===== config.mk =====
export PLATFORM = sky130hd
export DESIGN_NAME = seq_shift_add_multiplier
export DESIGN_NICKNAME = d
export VERILOG_FILES = /design/src/rtl/Parameter_Definitions.sv /design/src/rtl/mult_sign_fix.sv /design/src/rtl/seq_shift_add_multiplier.sv
export SDC_FILE = /design/constraint.sdc
export NUM_CORES = 1
export LEC_CHECK = 0
export BUFFER_PORTS_ARGS = -buffer_cell sky130_fd_sc_hd__clkbuf_2
export CAP_MARGIN = 10
export CELL_PAD_IN_SITES_DETAIL_PLACEMENT = 0
export CELL_PAD_IN_SITES_GLOBAL_PLACEMENT = 1
export CORE_MARGIN = 4
export CORE_UTILIZATION = 46
export CTS_CLUSTER_DIAMETER = 40
export DETAILED_ROUTE_END_ITERATION = 6
export PLACE_DENSITY = 0.9
export SETUP_SLACK_MARGIN = 0.05
export SLEW_MARGIN = 40
export SYNTH_ARGS = -nofsm -noshare
export SYNTH_HDL_FRONTEND = slang
export SYNTH_SLANG_ARGS = --single-unit

===== constraint.sdc =====
create_clock -name clk -period 4.25 [get_ports clk]
set_input_delay 0.2125 -clock clk [delete_from_list [all_inputs] [get_ports clk]]
set_output_delay 0.2125 -clock clk [all_outputs]
set_load 0.02 [all_outputs]

===== src/rtl/Parameter_Definitions.sv =====
// Shared constants and types for the sequential shift-and-add multiplier datapath.
package Parameter_Definitions;

    localparam int NBits = 16;
    localparam int CNT_W = $clog2(NBits);

    typedef enum logic [1:0] {
        IDLE = 2'd0,
        CALC = 2'd1,
        SIGN = 2'd2,
        DONE = 2'd3
    } mult_state_e;

endpackage


===== src/rtl/mult_sign_fix.sv =====
// Conditional two's-complement negate of the unsigned accumulator.
// A zero input negates to zero, because the +1 carry ripples out of the word.
module mult_sign_fix
    import Parameter_Definitions::*;
(
    input  logic [2*NBits-1:0] value_i,
    input  logic               negate_i,
    output logic [2*NBits-1:0] result_o
);

    localparam logic [2*NBits-1:0] ONE = {{(2*NBits-1){1'b0}}, 1'b1};

    assign result_o = negate_i ? (~value_i + ONE) : value_i;

endmodule


===== src/rtl/seq_shift_add_multiplier.sv =====
// Sequential unsigned shift-and-add multiplier, one multiplier bit per clock,
// followed by a sign-restore step. start/busy/done handshake.
module seq_shift_add_multiplier
    import Parameter_Definitions::*;
(
    input  logic               clk,
    input  logic               rst,
    input  logic               start,
    input  logic [NBits-1:0]   multiplicand_mag,
    input  logic [NBits-1:0]   multiplier_mag,
    input  logic               product_neg,
    output logic               busy,
    output logic               done,
    output logic [2*NBits-1:0] product
);

    localparam logic [CNT_W-1:0] LAST_CNT = CNT_W'(NBits - 1);
    localparam logic [CNT_W-1:0] CNT_ONE  = CNT_W'(1);

    mult_state_e        state_q, state_d;
    logic [NBits-1:0]   mcand_q, mcand_d;
    logic [NBits-1:0]   mplier_q, mplier_d;
    logic [CNT_W-1:0]   count_q, count_d;
    logic [2*NBits-1:0] acc_q, acc_d;
    logic [2*NBits-1:0] product_q, product_d;
    logic               neg_q, neg_d;
    logic               busy_q, busy_d;
    logic               done_q, done_d;

    logic [2*NBits-1:0] addend;
    logic [2*NBits-1:0] signed_acc;

    mult_sign_fix u_sign_fix (
        .value_i  (acc_q),
        .negate_i (neg_q),
        .result_o (signed_acc)
    );

    // Multiplicand weighted by the bit position currently at the multiplier LSB.
    assign addend = {{NBits{1'b0}}, mcand_q} << count_q;

    always_comb begin
        state_d   = state_q;
        mcand_d   = mcand_q;
        mplier_d  = mplier_q;
        count_d   = count_q;
        acc_d     = acc_q;
        product_d = product_q;
        neg_d     = neg_q;
        busy_d    = 1'b0;
        done_d    = 1'b0;

        unique case (state_q)
            IDLE: begin
                if (start) begin
                    mcand_d  = multiplicand_mag;
                    mplier_d = multiplier_mag;
                    neg_d    = product_neg;
                    acc_d    = '0;
                    count_d  = '0;
                    busy_d   = 1'b1;
                    state_d  = CALC;
                end
            end
            CALC: begin
                if (mplier_q[0]) begin
                    acc_d = acc_q + addend;
                end
                mplier_d = mplier_q >> 1;
                count_d  = count_q + CNT_ONE;
                busy_d   = 1'b1;
                if (count_q == LAST_CNT) begin
                    state_d = SIGN;
                end
            end
            SIGN: begin
                product_d = signed_acc;
                done_d    = 1'b1;
                state_d   = DONE;
            end
            DONE: begin
                state_d = IDLE;
            end
            default: begin
                state_d = IDLE;
            end
        endcase
    end

    always_ff @(posedge clk or negedge rst) begin
        if (!rst) begin
            state_q   <= IDLE;
            mcand_q   <= '0;
            mplier_q  <= '0;
            count_q   <= '0;
            acc_q     <= '0;
            product_q <= '0;
            neg_q     <= 1'b0;
            busy_q    <= 1'b0;
            done_q    <= 1'b0;
        end else begin
            state_q   <= state_d;
            mcand_q   <= mcand_d;
            mplier_q  <= mplier_d;
            count_q   <= count_d;
            acc_q     <= acc_d;
            product_q <= product_d;
            neg_q     <= neg_d;
            busy_q    <= busy_d;
            done_q    <= done_d;
        end
    end

    assign busy    = busy_q;
    assign done    = done_q;
    assign product = product_q;

endmodule


After elaboration in Yosys (flattened, before gate mapping):

Cells that the tools add are included.

* add/subtract/negate cells: 3
* equality and inequality tests: 7
* shifts and indexed selects: 1
* multiplexer cells: 14
* bitwise gates (word level): 1
* reduce and logical (&&, ||, !) cells: 6

Operators by type and width (count)
* $mux 32: 3
* $pmux 32 s2: 1
* $add 32x1->32 const B: 1
* $add 32x32->32: 1
* $not 32->32: 1
* $pmux 16 s2: 1
* $shl 16x4->32: 1
* $mux 16: 1
* $pmux 2 s4: 1
* $pmux 4 s2: 1
* $ne 2x2->1 const B: 3
* $reduce_and 2->1: 3
* $add 4x1->4 const B: 1
* $eq 2x2->1 const B: 2
* $eq 4x4->1 const B: 1
* $mux 2: 2
* $mux 4: 1
* $reduce_and 3->1: 1
* $eq 2x1->1 const B: 1
* $logic_not 2->1: 1
* $mux 1: 2
* $pmux 1 s2: 1
* $reduce_bool 2->1: 1

* register bits after elaboration: 105
* input port bits: 36
* output and inout port bits: 34
* logic and storage cells: 41

Depth between registers and ports, before layout:

Gate-level depths: netlist of run 1.

* depth in word-level cells: 4
* mapped depth: 18

Cells and area by module:

From an unflattened synthesis of run 1, not the netlist that was laid out.

* cell total of the unflattened synthesis: 755
* area total of the unflattened synthesis: 7279.5 um2

By module, submodules not included
* seq_shift_add_multiplier: instances 1, cells each 656, area an instance 6502.5 um2, sequential area each 2627.5 um2
* mult_sign_fix: instances 1, cells each 99, area an instance 777.0 um2, sequential area each 0.0 um2

Worst setup path after synthesis of run 1:

Ideal clock, no wire load.

* kind: flip-flop to flip-flop
* start point: register count_q[1]
* end point: register acc_q[24]
* setup time: 0.139 ns
* data arrival time: 3.714 ns
* required time: 4.111 ns
* path slack: 0.398 ns
* cell stages (with the launch flop): 18
* path buffers: 3
* period minus slack after synthesis: 3.852 ns
* cells stage by stage: dfrtp_1 > clkbuf_1 > clkbuf_1 > mux2i_1 > nor2_1 > a31oi_1 > nand2_1 > o21ai_0 > nor2_1 > ha_1 > buf_2 > nand2_1 > a211o_1 > o21a_1 > nor4_1 > nor2_1 > and4_1 > or4b_1

* longest elaborated chain between the ends: 4

RTL lines
* from (decl): RTL line seq_shift_add_multiplier.sv:23 `logic [CNT_W-1:0] count_q, count_d;`
* from (signal assigned): RTL line seq_shift_add_multiplier.sv:105 `count_q <= count_d;`
* $shl 16x4->32: RTL line seq_shift_add_multiplier.sv:40 `assign addend = {{NBits{1'b0}}, mcand_q} << count_q;`
* $add 32x32->32: RTL line seq_shift_add_multiplier.sv:67 `acc_d = acc_q + addend;`
* $mux 32: RTL line seq_shift_add_multiplier.sv:66 `if (mplier_q[0]) begin`
* $pmux 32 s2: RTL line seq_shift_add_multiplier.sv:53 `unique case (state_q)`
* to (signal assigned): RTL line seq_shift_add_multiplier.sv:96 `acc_q <= '0;`
* to (signal assigned): RTL line seq_shift_add_multiplier.sv:106 `acc_q <= acc_d;`
* to (decl): RTL line seq_shift_add_multiplier.sv:24 `logic [2*NBits-1:0] acc_q, acc_d;`

No other way between the ends. The select of a mux whose other input is x is not followed.
A chain may end at the register's enable or synchronous reset.

Final worst setup path of run 1:

* start point: register count_q[0]
* end point: register acc_q[24]

The elaborated chain is that of the path after synthesis.

==> Implementation_results.wiki, run 1 <==
{| class="wikitable"
! Metric !! Value
|-
| Number of top-level design ports || 70
|-
| Biggest fanout along the worst timing path || 17
|-
| Number of remaining DRC errors || 0
|-
| Setup CP Type || flip-flop to flip-flop
|-
| Number of flops mapped to enable cells by yosys || 0
|-
| Count of standard-cell rows || 46
|-
| Height of the die || 135 um
|-
| Detail Route Antenna Nets || 0
|-
| Final setup violation count || 0
|-
| Worst Max-Slew Pin Slew || 0.758 ns
|-
| Via total after detailed routing || 6,371
|-
| Type of element capturing the critical path || flip-flop
|-
| Starting utilization of the core area || 0.469
|-
| Arrival time worst endpoint || 4.06 ns
|-
| Share of flip-flops with an asynchronous set or reset || 1.00
|-
| Cells taking the most area after synthesis || sky130_fd_sc_hd__dfrtp_1 35%, sky130_fd_sc_hd__ha_1 6.2%, sky130_fd_sc_hd__a21oi_1 5.6%
|-
| Layout cells sized above 1 || 0.161
|-
| Main flop type after synthesis || sky130_fd_sc_hd__dfrtp_1
|-
| Global-route wire length before repair || 31,400 um
|-
| Simple-gate share of the synthesized area || 0.182
|-
| Total wirelength of the detailed-routed design || 18,700 um
|-
| Setup Skew || 0.00687 ns
|-
| Proportion of synthesized area in mux cells || 0.0988
|-
| Terminus of the critical flop-to-flop path || acc_q[24]
|-
| Result of the run || finished clean
|-
| Distinct cells, synth || 61
|-
| Hold Path Cell Cnt || 2
|-
| Timing-limited maximum frequency || 261 MHz
|-
| Port Buffer Count || 69
|-
| Final hold viol count || 0
|-
| Pins over their slew limit || 0
|-
| Parity-gate share of the synthesized area counting xor and xnor cells || 0.0590
|-
| DR iter-0 viols || 445
|-
| Netlist area before placement || 0.00742 mm2
|-
| CP startpoint kind || flip-flop
|-
| Class of the worst hold path || primary input to flip-flop
|-
| Final HPWL DP || 14,400 um
|-
| Per-cell routed wire length || 16.6 um
|-
| Cell at the root of the clock tree || sky130_fd_sc_hd__clkbuf_16
|-
| Core region area || 0.0158 mm2
|-
| WP data required || 4.48 ns
|-
| Cells after Synth || 866
|-
| TritonCTS clock tree || done
|-
| Unrepaired setup endpoints after global routing || false
|-
| Setup TNS || 0 ns
|-
| Worst rel slew slack || 0.495
|-
| CTS H-tree lvls || 3
|-
| Leak || 0.00364 uW
|-
| Ant. Diodes || 0
|-
| Worst Reg-to-Reg Cells || 11
|-
| Largest voltage drop on the vdd net || 0.328 mV
|-
| Most area-hungry cell type in the Yosys netlist || sky130_fd_sc_hd__dfrtp_1
|-
| Global router's overall resource usage || 0.214
|-
| Source of the worst hold timing path || multiplicand_mag[13]
|-
| Post-Layout Cell Count || 1,129
|-
| Via count normalized by instance count || 5.64
|-
| Pwr per Cell Area || 818 mW/mm2
|-
| Combined area of the multi-input logic cells || 0.00455 mm2
|-
| Worst setup slack for register-to-register paths || 0.42 ns
|-
| Via count of the first global-routing pass || 6,114
|-
| Placer's final routability congestion estimate || 0.937
|-
| Total number of nets in the final design || 982
|-
| Average size of a mapped cell || 8.57 um2
|-
| Die boundary width || 135 um
|-
| Portion of the clock cycle consumed by the worst path in the final layout || 0.901
|-
| Clk_lat worst skew || 0.36 ns
|-
| Post-CTS clock slew at the launch and capture registers of the worst setup and hold paths || 0.07 ns
|-
| Setup fix buffers added after clock tree synthesis || 0
|-
| Compound-gate portion of the synthesized area || 0.204
|-
| Dominant combinational cell family by area after synthesis || compound AO/OA/AOI/OAI gates
|-
| Synthesized-area fraction occupied by adder cells || 0.0651
|-
| Total clock buffers created by CTS || 9
|-
| Critical register-to-register path startpoint || count_q[0]
|-
| Number of antenna violations at the first check in global routing || 0
|-
| Layout overhead on the synthesized area || 11.2%
|-
| Max-Cap Viols || 0
|-
| Synth Register Bits || 105
|-
| Flip-flop and latch area || 0.00263 mm2
|-
| Final critical delay including setup and external delays || 3.83 ns
|-
| Number of warnings printed during yosys synthesis || 0
|-
| Number of fillers in the final layout || 1,513
|-
| Largest buffer count on any clock path || 2
|-
| Worst Hold Path EP || mcand_q[13]
|-
| Proportion of netlist area held by the largest area contributor || 0.354
|-
| First-pass DRT Iterations || 5
|-
| Sequential share of the synthesized area || 0.354
|-
| Overflow left after global routing || 0
|-
| Number of clock sinks seen by CTS || 105
|-
| Net Count, Synth || 940
|-
| Die area || 0.0182 mm2
|-
| Placed cells || 1,112
|-
| Largest net degree at the start of global routing || 68
|}
## synthesized netlist by cell type (all sizes together), types with 4 or more instances
library cell / instances
nor4: 5
o211ai: 5
ha: 37
xnor2: 16
o21ai: 82
nand2b: 10
nand4: 11
a211oi: 6
buf: 5
a21oi: 83
xor2: 34
or3: 10
a22o: 4
dfrtp: 105
mux2i: 35
nor2: 77
o31ai: 17
a31oi: 6
nand2: 103
o41ai: 6
mux4: 5
nor3: 17
nor2b: 11
a21boi: 4
or2: 4
a21o: 8
clkbuf: 50
mux2: 24
o21a: 9
inv: 16
nand3: 21
and3: 4
## flip-flops by register name (all words and copies together) (netlist names)
name	cells
mplier_q	16
done	1
acc_q	32
product	32
state_q	2
busy	1
neg_q	1
mcand_q	16
count_q	4
## power by group
group	total [uW]	switching, uW	leakage, uW	internal [uW]
logic	4130	2490	0.00221	1650
clock network	761	364	0.000128	398
registers	1850	439	0.00130	1410
total	6750	3290	0.00364	3450
## worst max-delay path by stage
| stage | start | to | slack, ns | depth (start not counted) |
|---|---|---|---|---|
| 6_report | count_q[0] | acc_q[24] | 0.42 | 11 |
| 5_1_grt | count_q[0] | acc_q[24] | 0.05 | 11 |
| 4_1_cts | count_q[0] | acc_q[24] | 0.22 | 11 |
| 3_5_place_dp | count_q[0] | acc_q[24] | 0.26 | 11 |
| 3_3_place_gp | count_q[0] | acc_q[24] | 0.28 | 11 |
| 2_1_floorplan | count_q[1] | acc_q[24] | 0.40 | 17 |
## critical path, cell delays in order (launching register included)
cell and delay (ns):
sky130_fd_sc_hd__dfrtp_2 0.59, sky130_fd_sc_hd__mux4_2 0.56, sky130_fd_sc_hd__mux2i_1 0.26, sky130_fd_sc_hd__o22ai_1 0.13
sky130_fd_sc_hd__ha_1 0.42, sky130_fd_sc_hd__and3_1 0.20, sky130_fd_sc_hd__nand3_1 0.09, sky130_fd_sc_hd__o21a_1 0.25
sky130_fd_sc_hd__nor4_1 0.33, sky130_fd_sc_hd__nor2_1 0.15, sky130_fd_sc_hd__and4_1 0.22, sky130_fd_sc_hd__or4b_1 0.49
## area by class of cell
type | instances | area share
inverters | 16 | 0.00728
repair buffers | 86 | 0.0584
multi-input cells | 690 | 0.551
clock buffers | 13 | 0.0291
well taps | 216 | 0.0328
flip-flops and latches | 105 | 0.319
clock inverters | 3 | 0.00228
## kinds of logic after synthesis
logic type / after synthesis
and+or+nand+nor: 287
AOI/OAI and AO/OA: 251
DFF: 105
buffers and inverters: 71
muxes: 64
xor gates and xnor gates: 50
adders and majority gates: 38
## metrics by stage
stage | cell area [um2] | util | power (uW) | hold slack, ns | setup slack (ns)
after global routing | 8250 | 0.521 | 7390 | 0.0773 | 0.0548
after floorplan | 7420 | - | 4890 | -0.0831 | 0.398
final | 8250 | 0.521 | 6750 | 0.0854 | 0.420
after detailed placement | 7970 | 0.504 | 5980 | 0.247 | 0.258
after global placement | 7960 | 0.503 | 5930 | 0.367 | 0.282
after CTS | 8240 | 0.521 | 6770 | 0.0737 | 0.220
## per-layer routing
| layer | up-vias | GRT usage | part of all wire |
|---|---|---|---|
| li1 | 3203 | - | - |
| met1 | 2981 | 0.319 | 0.50 |
| met5 | - | 0 | 0 |
| met2 | 164 | 0.319 | 0.43 |
| met3 | 23 | 0.0358 | 0.051 |
| met4 | 0 | 0.0666 | 0.022 |
## layout by cell type (no fill, tap or decap), types with 24 or more instances in the layout
| cell type | n |
|---|---|
| sky130_fd_sc_hd__nor2_1 | 76 |
| sky130_fd_sc_hd__a21oi_1 | 83 |
| sky130_fd_sc_hd__mux2i_1 | 34 |
| sky130_fd_sc_hd__nand2_1 | 102 |
| sky130_fd_sc_hd__dfrtp_1 | 102 |
| sky130_fd_sc_hd__ha_1 | 36 |
| sky130_fd_sc_hd__clkbuf_2 | 68 |
| sky130_fd_sc_hd__xor2_1 | 34 |
| sky130_fd_sc_hd__o21ai_0 | 78 |
| sky130_fd_sc_hd__mux2_2 | 24 |
## timing repair
item                                    in CTS  in global routing
resized for setup                            0                  3
endpoints found under the setup margin       0                  4
hold buffers                                 1                  0
hold endpoints to repair                    66                  0
Note: power is estimated with default switching activity, not from simulation.
==> inputs of run 2 (changes only) <==
--- a/config.mk
+++ b/config.mk
@@ -10,10 +10,10 @@
 export CELL_PAD_IN_SITES_DETAIL_PLACEMENT = 0
 export CELL_PAD_IN_SITES_GLOBAL_PLACEMENT = 1
 export CORE_MARGIN = 4
-export CORE_UTILIZATION = 46
+export CORE_UTILIZATION = 42
 export CTS_CLUSTER_DIAMETER = 40
 export DETAILED_ROUTE_END_ITERATION = 6
-export PLACE_DENSITY = 0.9
+export PLACE_DENSITY = 0.87
 export SETUP_SLACK_MARGIN = 0.05
 export SLEW_MARGIN = 40
 export SYNTH_ARGS = -nofsm -noshare
==> constraint.sdc (replaced) <==
create_clock -name clk -period 3.1 [get_ports clk]
set_input_delay 0.155 -clock clk [delete_from_list [all_inputs] [get_ports clk]]
set_output_delay 0.155 -clock clk [all_outputs]
set_load 0.02 [all_outputs]
==> Implementation_results.wiki, run 2 (synthesis gave the netlist of run 1 again) <==
{| class="wikitable"
! Metric !! Value
|-
| Layout cells sized above 1 || 0.422
|-
| Total number of nets in the final design || 1,140
|-
| Portion of the clock cycle consumed by the worst path in the final layout || 1.09
|-
| Final critical delay including setup and external delays || 3.39 ns
|-
| Pwr per Cell Area || 1210 mW/mm2
|-
| WP data required || 3.35 ns
|-
| Count of standard-cell rows || 48
|-
| Leak || 0.00465 uW
|-
| Combinational power share || 0.706
|-
| Cell area after layout || 0.0106 mm2
|-
| Net switching power || 5920 uW
|-
| Core region area || 0.0173 mm2
|-
| Via total after detailed routing || 7,172
|-
| Number of clock sinks seen by CTS || 105
|-
| Overflow left after global routing || 0
|-
| Via count normalized by instance count || 5.53
|-
| Starting utilization of the core area || 0.429
|-
| Largest voltage drop on the vdd net || 0.609 mV
|-
| Placer's final routability congestion estimate || 0.926
|-
| Most frequent cells in the layout || 152 x sky130_fd_sc_hd__buf_4, 102 x sky130_fd_sc_hd__dfrtp_1, 97 x sky130_fd_sc_hd__nand2_1
|-
| Clk_lat worst skew || 0.36 ns
|-
| Layout overhead on the synthesized area || 42.8%
|-
| Cell internal pwr || 6950 uW
|-
| Result of the run || finished with violations
|-
| Worst rel slew slack || 0.474
|-
| CP startpoint kind || flip-flop
|-
| Final HPWL DP || 15,800 um
|-
| First-pass DRT Iterations || 6
|-
| Number of top-level design ports || 70
|-
| Cell at the root of the clock tree || sky130_fd_sc_hd__clkbuf_16
|-
| Global-route wire length before repair || 33,900 um
|-
| Die area || 0.0199 mm2
|-
| Failing checks || setup timing
|-
| Post-CTS clock slew at the launch and capture registers of the worst setup and hold paths || 0.07 ns
|-
| Per-cell routed wire length || 17.4 um
|-
| DR iter-0 viols || 414
|-
| Setup CP Type || flip-flop to flip-flop
|-
| Detail Route Antenna Nets || 0
|-
| Pins over their slew limit || 0
|-
| Final hold viol count || 0
|-
| Largest buffer count on any clock path || 2
|-
| Number of fillers in the final layout || 1,438
|-
| Most common cell after layout, fill and taps aside || sky130_fd_sc_hd__buf_4
|-
| Class of the worst hold path || primary input to flip-flop
|-
| Total clock buffers created by CTS || 9
|-
| Type of element capturing the critical path || flip-flop
|-
| Placed cells || 1,247
|-
| Total wirelength of the detailed-routed design || 22,500 um
|-
| Setup Skew || 0.0106 ns
|-
| Arrival time worst endpoint || 3.65 ns
|-
| Max-Cap Viols || 0
|-
| Worst Max-Slew Pin Slew || 0.788 ns
|-
| Number of antenna violations at the first check in global routing || 0
|-
| Clock power share || 0.099
|-
| Cell area after placement || 0.00899 mm2
|-
| Height of the die || 141 um
|-
| Least setup slack across all paths after layout || -0.292 ns
|-
| Via count of the first global-routing pass || 6,735
|-
| Number of remaining DRC errors || 0
|-
| Biggest fanout along the worst timing path || 5
|-
| Timing-limited maximum frequency || 295 MHz
|-
| Ant. Diodes || 0
|-
| Final setup violation count || 14
|-
| Global router's overall resource usage || 0.211
|-
| Post-Layout Cell Count || 1,296
|-
| Die boundary width || 141 um
|-
| Unrepaired setup endpoints after global routing || true
|-
| Switching power share of the total || 0.460
|-
| TritonCTS clock tree || done
|-
| CTS H-tree lvls || 3
|-
| Port Buffer Count || 69
|-
| Share of power burned in registers || 0.195
|-
| Largest net degree at the start of global routing || 63
|}
## run 2: cell count changes in the layout (fill, tap and decap cells not counted), sizes merged
cell	delta
dlygate4sd3	+1
inv	+2
clkinv	-1
clkbuf	-4
buf	+157
clkinvlp	+1
bufinv	+2
## run 2: stage by stage
step	util	worst slack (ns)	setup TNS (ns)	power [uW]	hold slack (ns)
after detailed placement	0.520	-0.507	-6.54	9440	0.269
after CTS	0.570	-0.292	-2.18	11500	0.0102
after global routing	0.613	-0.423	-4.78	13700	0.0212
after global placement	0.520	-0.492	-5.96	9310	0.264
after floorplan	-	-0.142	-0.244	6960	-0.141
final	0.613	-0.292	-2.68	12900	0.0185
## run 2: repair_timing
action | 4_1_cts | 5_1_grt
buffers inserted | 18 | 15
gates resized for setup | 98 | 134
hold buffers | 2 | 0
pin swaps | 47 | 47
hold endpoints to repair | 61 | 0
endpoints found under the setup margin | 22 | 25
## run 2: layout make-up
class | count | area [um2] | share of cell area
multi-input combinational | 690 | 5540 | 0.522
clock inverter | 7 | 100 | 0.00945
clock buffer | 9 | 225 | 0.0213
timing repair buffer | 244 | 1760 | 0.166
sequential | 105 | 2630 | 0.248
tap | 225 | 282 | 0.0266
inverter | 16 | 63.8 | 0.00602
## run 2: path summary, 6_finish.rpt
check	startpoint	end	slack, ns	cells past startpoint
hold reg to reg	mplier_q[6]	mplier_q[6]	0.48	2
setup / recovery	count_q[0]	acc_q[27]	-0.29	14
max in group asynchronous	rst	count_q[0]	2.07	3
min in group asynchronous	rst	mcand_q[3]	0.29	2
setup reg to reg	count_q[0]	acc_q[27]	-0.29	14
hold / removal	multiplicand_mag[12]	mcand_q[12]	0.02	2
## run 2: metal layers
metal / routed length, um / part of all wire / GRT usage / up-vias
met3: 1320 / 0.059 / 0.0370 / 34
met4: 489 / 0.022 / 0.0622 / 0
met1: 10300 / 0.46 / 0.303 / 3396
met5: 0 / 0 / 0 / -
met2: 10500 / 0.46 / 0.326 / 223
li1: - / - / - / 3519
## run 2: power by group through the flow
stage	clock network, uW	logic [uW]	registers (uW)
floorplan	0	4400	2570
global placement	0	6850	2460
detailed placement	0	6940	2490
CTS	1300	7780	2470
global route	1350	9800	2590
finish	1270	9090	2510
## run 2: worst max-delay path, stage by stage (launching register included)
cell and delay (ns):
sky130_fd_sc_hd__dfrtp_2 0.44, sky130_fd_sc_hd__buf_6 0.13, sky130_fd_sc_hd__mux4_2 0.51, sky130_fd_sc_hd__mux2i_2 0.22, sky130_fd_sc_hd__buf_4 0.15, sky130_fd_sc_hd__mux2i_1 0.07, sky130_fd_sc_hd__ha_1 0.36, sky130_fd_sc_hd__buf_6 0.15
sky130_fd_sc_hd__nand2_1 0.12, sky130_fd_sc_hd__o21ai_2 0.10, sky130_fd_sc_hd__nor2b_2 0.18, sky130_fd_sc_hd__o21ai_2 0.19, sky130_fd_sc_hd__a31oi_2 0.12, sky130_fd_sc_hd__or3_1 0.31, sky130_fd_sc_hd__a32o_1 0.24
